## src/rtl/timerio.sv

```systemverilog
// 16-bit programmable interval timer for the 6801 bus. It has an 8-bit prescaler,
// auto-reload or one-shot modes, and a coherent two-byte count read.
module timerio #(
  parameter logic [7:0] RESET_PRESCALE = 8'h00
) (
  input  logic       clk,
  input  logic       rst,
  input  logic [2:0] AD,
  input  logic [7:0] DI,
  output logic [7:0] DO,
  input  logic       rw,
  input  logic       cs,
  output logic       irq
);

  localparam logic [2:0] A_CTRL = 3'd0, A_STAT = 3'd1, A_RLH = 3'd2, A_RLL = 3'd3;
  localparam logic [2:0] A_CNTH = 3'd4, A_CNTL = 3'd5, A_PS  = 3'd6;

  logic [2:0]  ctrl_q, ctrl_d;
  logic        tof_q, tof_d;
  logic [15:0] reload_q, reload_d;
  logic [7:0]  rh_stg_q, rh_stg_d;
  logic [15:0] count_q, count_d;
  logic [7:0]  cl_snap_q, cl_snap_d;
  logic [7:0]  pcnt_q, pcnt_d;
  logic [7:0]  prescale_q, prescale_d;

  logic wr, rd, wr_ctrl, wr_rll, en, auto_rl, tick, tick_eff, expire;

  assign wr      = cs & ~rw;
  assign rd      = cs & rw;
  assign wr_ctrl = wr && (AD == A_CTRL);
  assign wr_rll  = wr && (AD == A_RLL);
  assign en      = ctrl_q[0];
  assign auto_rl = ctrl_q[1];
  assign tick    = en && (pcnt_q == prescale_q);
  // A RELOAD_L write or a CTRL write that stops the timer overrides a tick on the same edge.
  assign tick_eff = tick && !wr_rll && !(wr_ctrl && !DI[0]);
  assign expire   = tick_eff && (count_q == 16'd0);

  always_comb begin
    ctrl_d     = ctrl_q;
    tof_d      = tof_q;
    reload_d   = reload_q;
    rh_stg_d   = rh_stg_q;
    count_d    = count_q;
    cl_snap_d  = cl_snap_q;
    pcnt_d     = pcnt_q;
    prescale_d = prescale_q;

    if (wr_rll || (wr_ctrl && DI[0] && !en)) pcnt_d = 8'd0;
    else if (en) pcnt_d = tick ? 8'd0 : pcnt_q + 8'd1;

    if (wr_rll) count_d = {rh_stg_q, DI};
    else if (tick_eff) begin
      if (count_q != 16'd0) count_d = count_q - 16'd1;
      else if (auto_rl)     count_d = reload_q;
    end

    if (wr && (AD == A_STAT) && DI[0]) tof_d = 1'b0;
    if (expire) tof_d = 1'b1;

    if (wr_ctrl) ctrl_d = DI[2:0];
    else if (expire && !auto_rl) ctrl_d[0] = 1'b0;

    if (wr && (AD == A_RLH)) rh_stg_d = DI;
    if (wr_rll) reload_d = {rh_stg_q, DI};
    if (wr && (AD == A_PS)) prescale_d = DI;
    // The snapshot takes the count from before this edge, so it matches the high byte returned.
    if (rd && (AD == A_CNTH)) cl_snap_d = count_q[7:0];
  end

  always_ff @(posedge clk) begin
    if (!rst) begin
      ctrl_q     <= 3'd0;
      tof_q      <= 1'b0;
      reload_q   <= 16'd0;
      rh_stg_q   <= 8'd0;
      count_q    <= 16'd0;
      cl_snap_q  <= 8'd0;
      pcnt_q     <= 8'd0;
      prescale_q <= RESET_PRESCALE;
    end else begin
      ctrl_q     <= ctrl_d;
      tof_q      <= tof_d;
      reload_q   <= reload_d;
      rh_stg_q   <= rh_stg_d;
      count_q    <= count_d;
      cl_snap_q  <= cl_snap_d;
      pcnt_q     <= pcnt_d;
      prescale_q <= prescale_d;
    end
  end

  always_comb begin
    DO = 8'h00;
    case (AD)
      A_CTRL:  DO = {5'd0, ctrl_q};
      A_STAT:  DO = {6'd0, en, tof_q};
      A_RLH:   DO = reload_q[15:8];
      A_RLL:   DO = reload_q[7:0];
      A_CNTH:  DO = count_q[15:8];
      A_CNTL:  DO = cl_snap_q;
      A_PS:    DO = prescale_q;
      default: DO = 8'h00;
    endcase
  end

  assign irq = tof_q & ctrl_q[2];

endmodule

```

## config.mk

```make
export PLATFORM = sky130hd
export DESIGN_NAME = timerio
export DESIGN_NICKNAME = d
export VERILOG_FILES = /design/src/rtl/timerio.sv
export SDC_FILE = /design/constraint.sdc
export NUM_CORES = 1
export LEC_CHECK = 0
export CAP_MARGIN = 25
export CORE_ASPECT_RATIO = 1.2
export CORE_MARGIN = 1.5
export CORE_UTILIZATION = 50
export DETAILED_ROUTE_END_ITERATION = 8
export PLACE_DENSITY = 0.69
export SLEW_MARGIN = 40
export SYNTH_ARGS = -nofsm -noshare
export SYNTH_HDL_FRONTEND = slang
export SYNTH_SLANG_ARGS = --single-unit
export TNS_END_PERCENT = 10
```

## constraint.sdc

```tcl
create_clock -name clk -period 2.6 [get_ports clk]
set_input_delay 0.65 -clock clk [delete_from_list [all_inputs] [get_ports clk]]
set_output_delay 0.65 -clock clk [all_outputs]
set_load 0.1 [all_outputs]
```

# Word-level counts from Yosys, hierarchy flattened
# Index checks and enable logic that the tools add are counted.
dict set report classes {
  n_addsub 2
  n_mul 0
  div 0
  n_lt_le_gt_ge 0
  eq_ne 7
  n_shift 0
  mux 10
  bitwise_logic 5
  n_reduce_logical 30
}
# operator count
set op_table {}
lappend op_table {{16-bit two-way mux} 4}
lappend op_table {{8-bit one-hot mux with 7 select lines} 1}
lappend op_table {{16-bit zero test} 1}
lappend op_table {{16-bit nonzero test} 1}
lappend op_table {{16-bit by 1-bit subtractor with 16-bit output (second input constant)} 1}
lappend op_table {{1-bit logical AND} 15}
lappend op_table {{3-bit == test (second input constant)} 3}
lappend op_table {{8-bit by 1-bit adder with 8-bit output (second input constant)} 1}
lappend op_table {{8-bit == test} 1}
lappend op_table {{8-bit two-way mux} 1}
lappend op_table {{3-bit by 2-bit == test with 1-bit output (second input constant)} 2}
lappend op_table {{2-bit nonzero test} 3}
lappend op_table {{1-bit zero test} 5}
lappend op_table {{1-bit two-way mux} 4}
lappend op_table {{1-bit AND} 3}
lappend op_table {{3-bit by 1-bit == test with 1-bit output (second input constant)} 1}
lappend op_table {{3-bit zero test} 1}
lappend op_table {{3-bit nonzero test} 1}
lappend op_table {{1-bit NOT} 2}
lappend op_table {{2-bit AND reduction} 1}
lappend op_table {{2-bit OR reduction} 1}
lappend op_table {{1-bit logical OR} 1}
dict set report word_totals {
  regBits 68
  latch_bits 0
  mem_bits_rw 0
  mem_bits_ro 0
  in_bits 15
  wordCells 63
  n_memories 0
}

# Longest topological paths before layout
dict set report logic_depth {
  ltp_word 10
  mapped_depth 9
}

# Worst setup path before layout
# Ideal clock, no wire load.
dict set report synth_timing {
  path_kind {input -> output}
  start {input port AD[0]}
  end {output port DO[1]}
  arrival_ns 3.403
  required_ns 1.950
  setup_slack_ns -1.453
  path_stages 4
  cell_sequence {buf_4 -> clkbuf_1 -> a22oi_1 -> o21ai_0}
}
dict set report synth_via {
  elab_chain_len 2
  elab_cells_between_ends 8
}
# item line_no
set synth_rtl {}
lappend synth_rtl {{start, declared} 8} ;# input logic [2:0] AD,
lappend synth_rtl {{3-bit == test (tied with other cells)} 97} ;# case (AD)
lappend synth_rtl {{8-bit one-hot mux with 7 select lines *} 97}
lappend synth_rtl {{end, declared} 10} ;# output logic [7:0] DO,
# Every way passes the cells marked *; elsewhere a longest branch is shown, timed or not.

# Final worst setup path
dict set report layout_timing {
  start {input port AD[0]}
  end {output port DO[3]}
}
# Same word-level chain as after synthesis.

==> run_summary.xml <==
<?xml version="1.0" encoding="UTF-8"?>
<metrics>
  <group name="placed_design">
    <metric name="port-buffer-count" unit="">23</metric>
    <metric name="routabilityCongestion" unit="">0.936</metric>
    <metric name="dpl.cell_count" unit="">603</metric>
    <metric name="hpwl_after_detailed_placement" unit="um">9070</metric>
  </group>
  <group name="critical_path">
    <metric name="setup.worst_path.start" unit="">AD[0]</metric>
    <metric name="rr_startpoint" unit="">count_q[10]</metric>
    <metric name="arrival" unit="ns">1.89</metric>
    <metric name="critPathLaunchType" unit="">input port</metric>
    <metric name="worstRegToRegCells" unit="">7</metric>
    <metric name="critical_path_peak_fanout" unit="">6</metric>
    <metric name="worstPathRequired" unit="ns">1.95</metric>
    <metric name="slowest_stage" unit="">a221o_2</metric>
    <metric name="timing.critical_path.slowest_cell_delay" unit="ns">0.38</metric>
    <metric name="crit_chain" unit="">buf_2 &gt; nor2b_1 &gt; buf_4 &gt; a22o_1 &gt; a221o_2 &gt; buf_12</metric>
    <metric name="ff2ff_setup_slack" unit="ns">0.27</metric>
    <metric name="critical_path.reg2reg.endpoint" unit="">count_q[7]</metric>
    <metric name="crit_path_end_kind" unit="">output pin</metric>
    <metric name="worstSetupPathType" unit="">in -&gt; out</metric>
  </group>
  <group name="timing">
    <metric name="timing.fmax" unit="GHz">0.393</metric>
    <metric name="rsz0062_at_grt" unit="">no</metric>
    <metric name="setup_viol_count_final" unit="">0</metric>
    <metric name="final-hold-violation-count" unit="">0</metric>
    <metric name="slew_headroom" unit="">0.678</metric>
    <metric name="final.min_clock_period" unit="ns">2.54</metric>
    <metric name="finalCritPeriodShare" unit="">0.978</metric>
    <metric name="tightest_slew" unit="ns">0.479</metric>
    <metric name="maxSlewViolCount" unit="">0</metric>
    <metric name="clock-skew-final" unit="ns">0.0141</metric>
  </group>
  <group name="clocking">
    <metric name="clockRootBuffer" unit="">clkbuf_8</metric>
    <metric name="cts.clk_slew.worst_paths" unit="ns">0.07</metric>
    <metric name="cts.hold.buffers_added" unit="">0</metric>
    <metric name="clock_tree.buffer_depth" unit="">2</metric>
    <metric name="cts-buffers-inserted" unit="">9</metric>
    <metric name="cts_tree" unit="">done</metric>
    <metric name="insertion_delay" unit="ns">0.35</metric>
    <metric name="h-tree-depth" unit="">3</metric>
    <metric name="cts_sinks" unit="">68</metric>
    <metric name="cts_post_setup_buffers_inserted" unit="">0</metric>
  </group>
  <group name="detailed_routing">
    <metric name="dr.first_iter.drc_count" unit="">461</metric>
    <metric name="routed_via_density" unit="">6.04</metric>
    <metric name="drt-wirelength-per-cell" unit="um">19.1</metric>
    <metric name="detail_route.wirelength" unit="um">11800</metric>
    <metric name="drt_drc_violations_left" unit="">0</metric>
    <metric name="remaining_antenna_violation_count" unit="">0</metric>
    <metric name="drt_pass1_iterations" unit="">5</metric>
    <metric name="num_vias" unit="">3741</metric>
  </group>
  <group name="synthesis">
    <metric name="yosys_register_bits" unit="">68</metric>
    <metric name="postSynth.topFlopCell" unit="">dfxtp_1</metric>
    <metric name="synth.top_cells.by_count" unit="">68 x dfxtp_1, 62 x nand2_1, 51 x nor2_1, 38 x a21oi_1, 25 x mux2i_1</metric>
    <metric name="ys.warnings.count" unit="">0</metric>
    <metric name="synth.top_cells.by_area" unit="">dfxtp_1 37%, mux2i_1 6.8%, nand2_1 6.3%</metric>
    <metric name="synth_sequential_area_ratio" unit="">0.367</metric>
    <metric name="netlist-cell-type-count" unit="">59</metric>
    <metric name="edff_count_synth" unit="">0</metric>
    <metric name="netlist.area_leader.share" unit="">0.367</metric>
    <metric name="async_reset_ff_frac" unit="">0</metric>
    <metric name="synth.net_count" unit="">483</metric>
    <metric name="synthDominantAreaCellType" unit="">dfxtp_1</metric>
    <metric name="post_synth.cell_area_avg" unit="sq um">7.97</metric>
    <metric name="gate_count_of_the_mapped_netlist" unit="">465</metric>
    <metric name="post-synth-top-count-cell" unit="">dfxtp_1</metric>
    <metric name="mappedNetlistArea" unit="sq um">3710</metric>
  </group>
  <group name="cells_and_area">
    <metric name="final_layout_size_suffix_gt1_frac" unit="">0.210</metric>
    <metric name="area_growth" unit="%">25.1</metric>
    <metric name="layout.nets" unit="">542</metric>
    <metric name="n_antenna_cell" unit="">0</metric>
    <metric name="finish.cell_count_without_fillers" unit="">619</metric>
    <metric name="fill_cells" unit="">651</metric>
  </group>
  <group name="pwr">
    <metric name="power.density_cell_area" unit="nW/um^2">503</metric>
    <metric name="largest_voltage_drop_on_the_vdd_net" unit="mV">0.322</metric>
    <metric name="leakage" unit="nW">1.86</metric>
    <metric name="p_total" unit="W">0.00233</metric>
  </group>
  <group name="grt">
    <metric name="grtUsageTotal" unit="">0.323</metric>
    <metric name="maximum_number_of_pins_on_one_net_before_global_route_repair" unit="">31</metric>
    <metric name="antenna_violations_before_repair" unit="">0</metric>
    <metric name="grt_pass1_wl" unit="um">19200</metric>
    <metric name="global_route.overflow_total" unit="">0</metric>
    <metric name="via_count_of_the_first_global_routing_pass" unit="">3643</metric>
  </group>
  <group name="worst_hold_path">
    <metric name="hold_depth" unit="">2</metric>
    <metric name="min_to" unit="">rh_stg_q[6]</metric>
    <metric name="timing.hold.worst.start" unit="">rh_stg_q[6]</metric>
    <metric name="hold_path_class" unit="">reg -&gt; reg</metric>
  </group>
  <group name="flow_run">
    <metric name="maxCapViolCount" unit="">0</metric>
  </group>
  <group name="floorplan">
    <metric name="die-area" unit="sq um">7940</metric>
    <metric name="num_rows" unit="">34</metric>
    <metric name="die_y" unit="um">97.3</metric>
    <metric name="chipWidth" unit="um">81.6</metric>
    <metric name="floorplan.initialDensity" unit="">0.512</metric>
    <metric name="core_area" unit="sq um">7230</metric>
    <metric name="io_pins" unit="">24</metric>
  </group>
  <group name="status">
    <metric name="outcome" unit="">finished clean</metric>
  </group>
</metrics>
==> cells in the final DEF, fill, tap and decap left out, types with 3 or more instances in the layout <==
| cell | count |
|---|---|
| xor2_1 | 8 |
| dfxtp_1 | 68 |
| clkbuf_8 | 9 |
| nor2b_1 | 4 |
| nand4_1 | 6 |
| nor3b_1 | 4 |
| or3_1 | 6 |
| nand2b_1 | 4 |
| ha_1 | 3 |
| clkdlybuf4s50_1 | 11 |
| a22o_1 | 5 |
| a31oi_1 | 8 |
| a21oi_1 | 38 |
| xnor2_1 | 10 |
| mux2_2 | 5 |
| a221o_2 | 6 |
| buf_4 | 59 |
| mux2i_1 | 25 |
| inv_1 | 8 |
| nor2_1 | 51 |
| nand3_1 | 22 |
| a211oi_1 | 5 |
| or4_1 | 3 |
| nor3_1 | 8 |
| o21ai_0 | 20 |
| buf_12 | 8 |
| nand2_1 | 62 |
| and3_1 | 8 |
==> per-layer routing <==
| layer | GRT usage | routed length [um] | vias to the layer above |
|---|---|---|---|
| met5 | 0 | 0 | - |
| met4 | 0.153 | 508 | 0 |
| met3 | 0.0498 | 720 | 38 |
| met2 | 0.495 | 5550 | 149 |
| met1 | 0.438 | 5050 | 1776 |
| li1 | - | - | 1778 |
==> sequential cells by signal, indices dropped and copies added, names as in the netlist <==
name and flops:
reload_q 16, prescale_q 8, pcnt_q 8, cl_snap_q 8
rh_stg_q 8, tof_q 1, count_q 16, ctrl_q 3
==> per-stage QoR <==
step / cell area, sq um / setup WS [ns] / hold slack, ns / setup TNS, ns / util
CTS: 4630 / 0.00297 / 0.477 / 0 / 0.640
finish: 4640 / 0.0564 / 0.471 / 0 / 0.641
detailed placement: 4430 / -0.386 / 0.466 / -8.71 / 0.613
global placement: 4430 / -0.350 / 0.450 / -7.89 / 0.613
floorplan: 3730 / -0.0201 / 0.437 / -0.114 / -
global route: 4640 / 0.0230 / 0.491 / 0 / 0.641
==> kinds of logic (layout without fill, tap and decap cells) <==
family,Yosys count,after routing,share of synthesized area
simple gates,198,198,0.262
compound gates,106,106,0.182
flops,68,68,0.367
buf+inv,41,105,0.0479
mux,31,31,0.0888
xor+xnor,18,18,0.0425
fa+ha+maj,3,3,0.0101
==> final cells by class <==
| type | instances | area [sq um] | share of cell area |
|---|---|---|---|
| Inverter | 8 | 30.0 | 0.00648 |
| Multi-Input combinational cell | 356 | 2200 | 0.475 |
| Sequential cell | 68 | 1360 | 0.294 |
| Timing Repair Buffer | 81 | 728 | 0.157 |
| Tap cell | 90 | 113 | 0.0243 |
| Clock inverter | 7 | 76.3 | 0.0165 |
| Clock buffer | 9 | 124 | 0.0267 |
==> report_power, final <==
part           internal, W  switching, W  leakage (nW)
Clock             0.000447      0.000444        0.0958
Sequential         0.00105     0.0000186         0.549
Combinational     0.000157      0.000214          1.21
Total              0.00166      0.000677          1.86
==> repair_timing <==
action / CTS / global route
endpoints found under the setup margin: 13 / 12
pin swaps: 0 / 1
gates resized for setup: 9 / 7
endpoints found under the hold margin: 0 / 0
==> worst max-delay path, delay by kind of cell <==
kind / cells / cell delay, ns
buffers and inverters: 3 / 0.47
AOI/OAI and AO/OA: 2 / 0.61
and+or+nand+nor: 1 / 0.15
==> how the worst max path moves through the flow <==
stage,cells past startpoint,to,slack [ns]
2_1_floorplan,5,DO[3],-0.02
3_3_place_gp,8,count_q[4],-0.35
3_5_place_dp,8,count_q[12],-0.39
4_1_cts,5,DO[5],0.003
5_1_grt,9,count_q[14],0.02
6_report,6,DO[3],0.06
(Power assumes the default switching activity.)
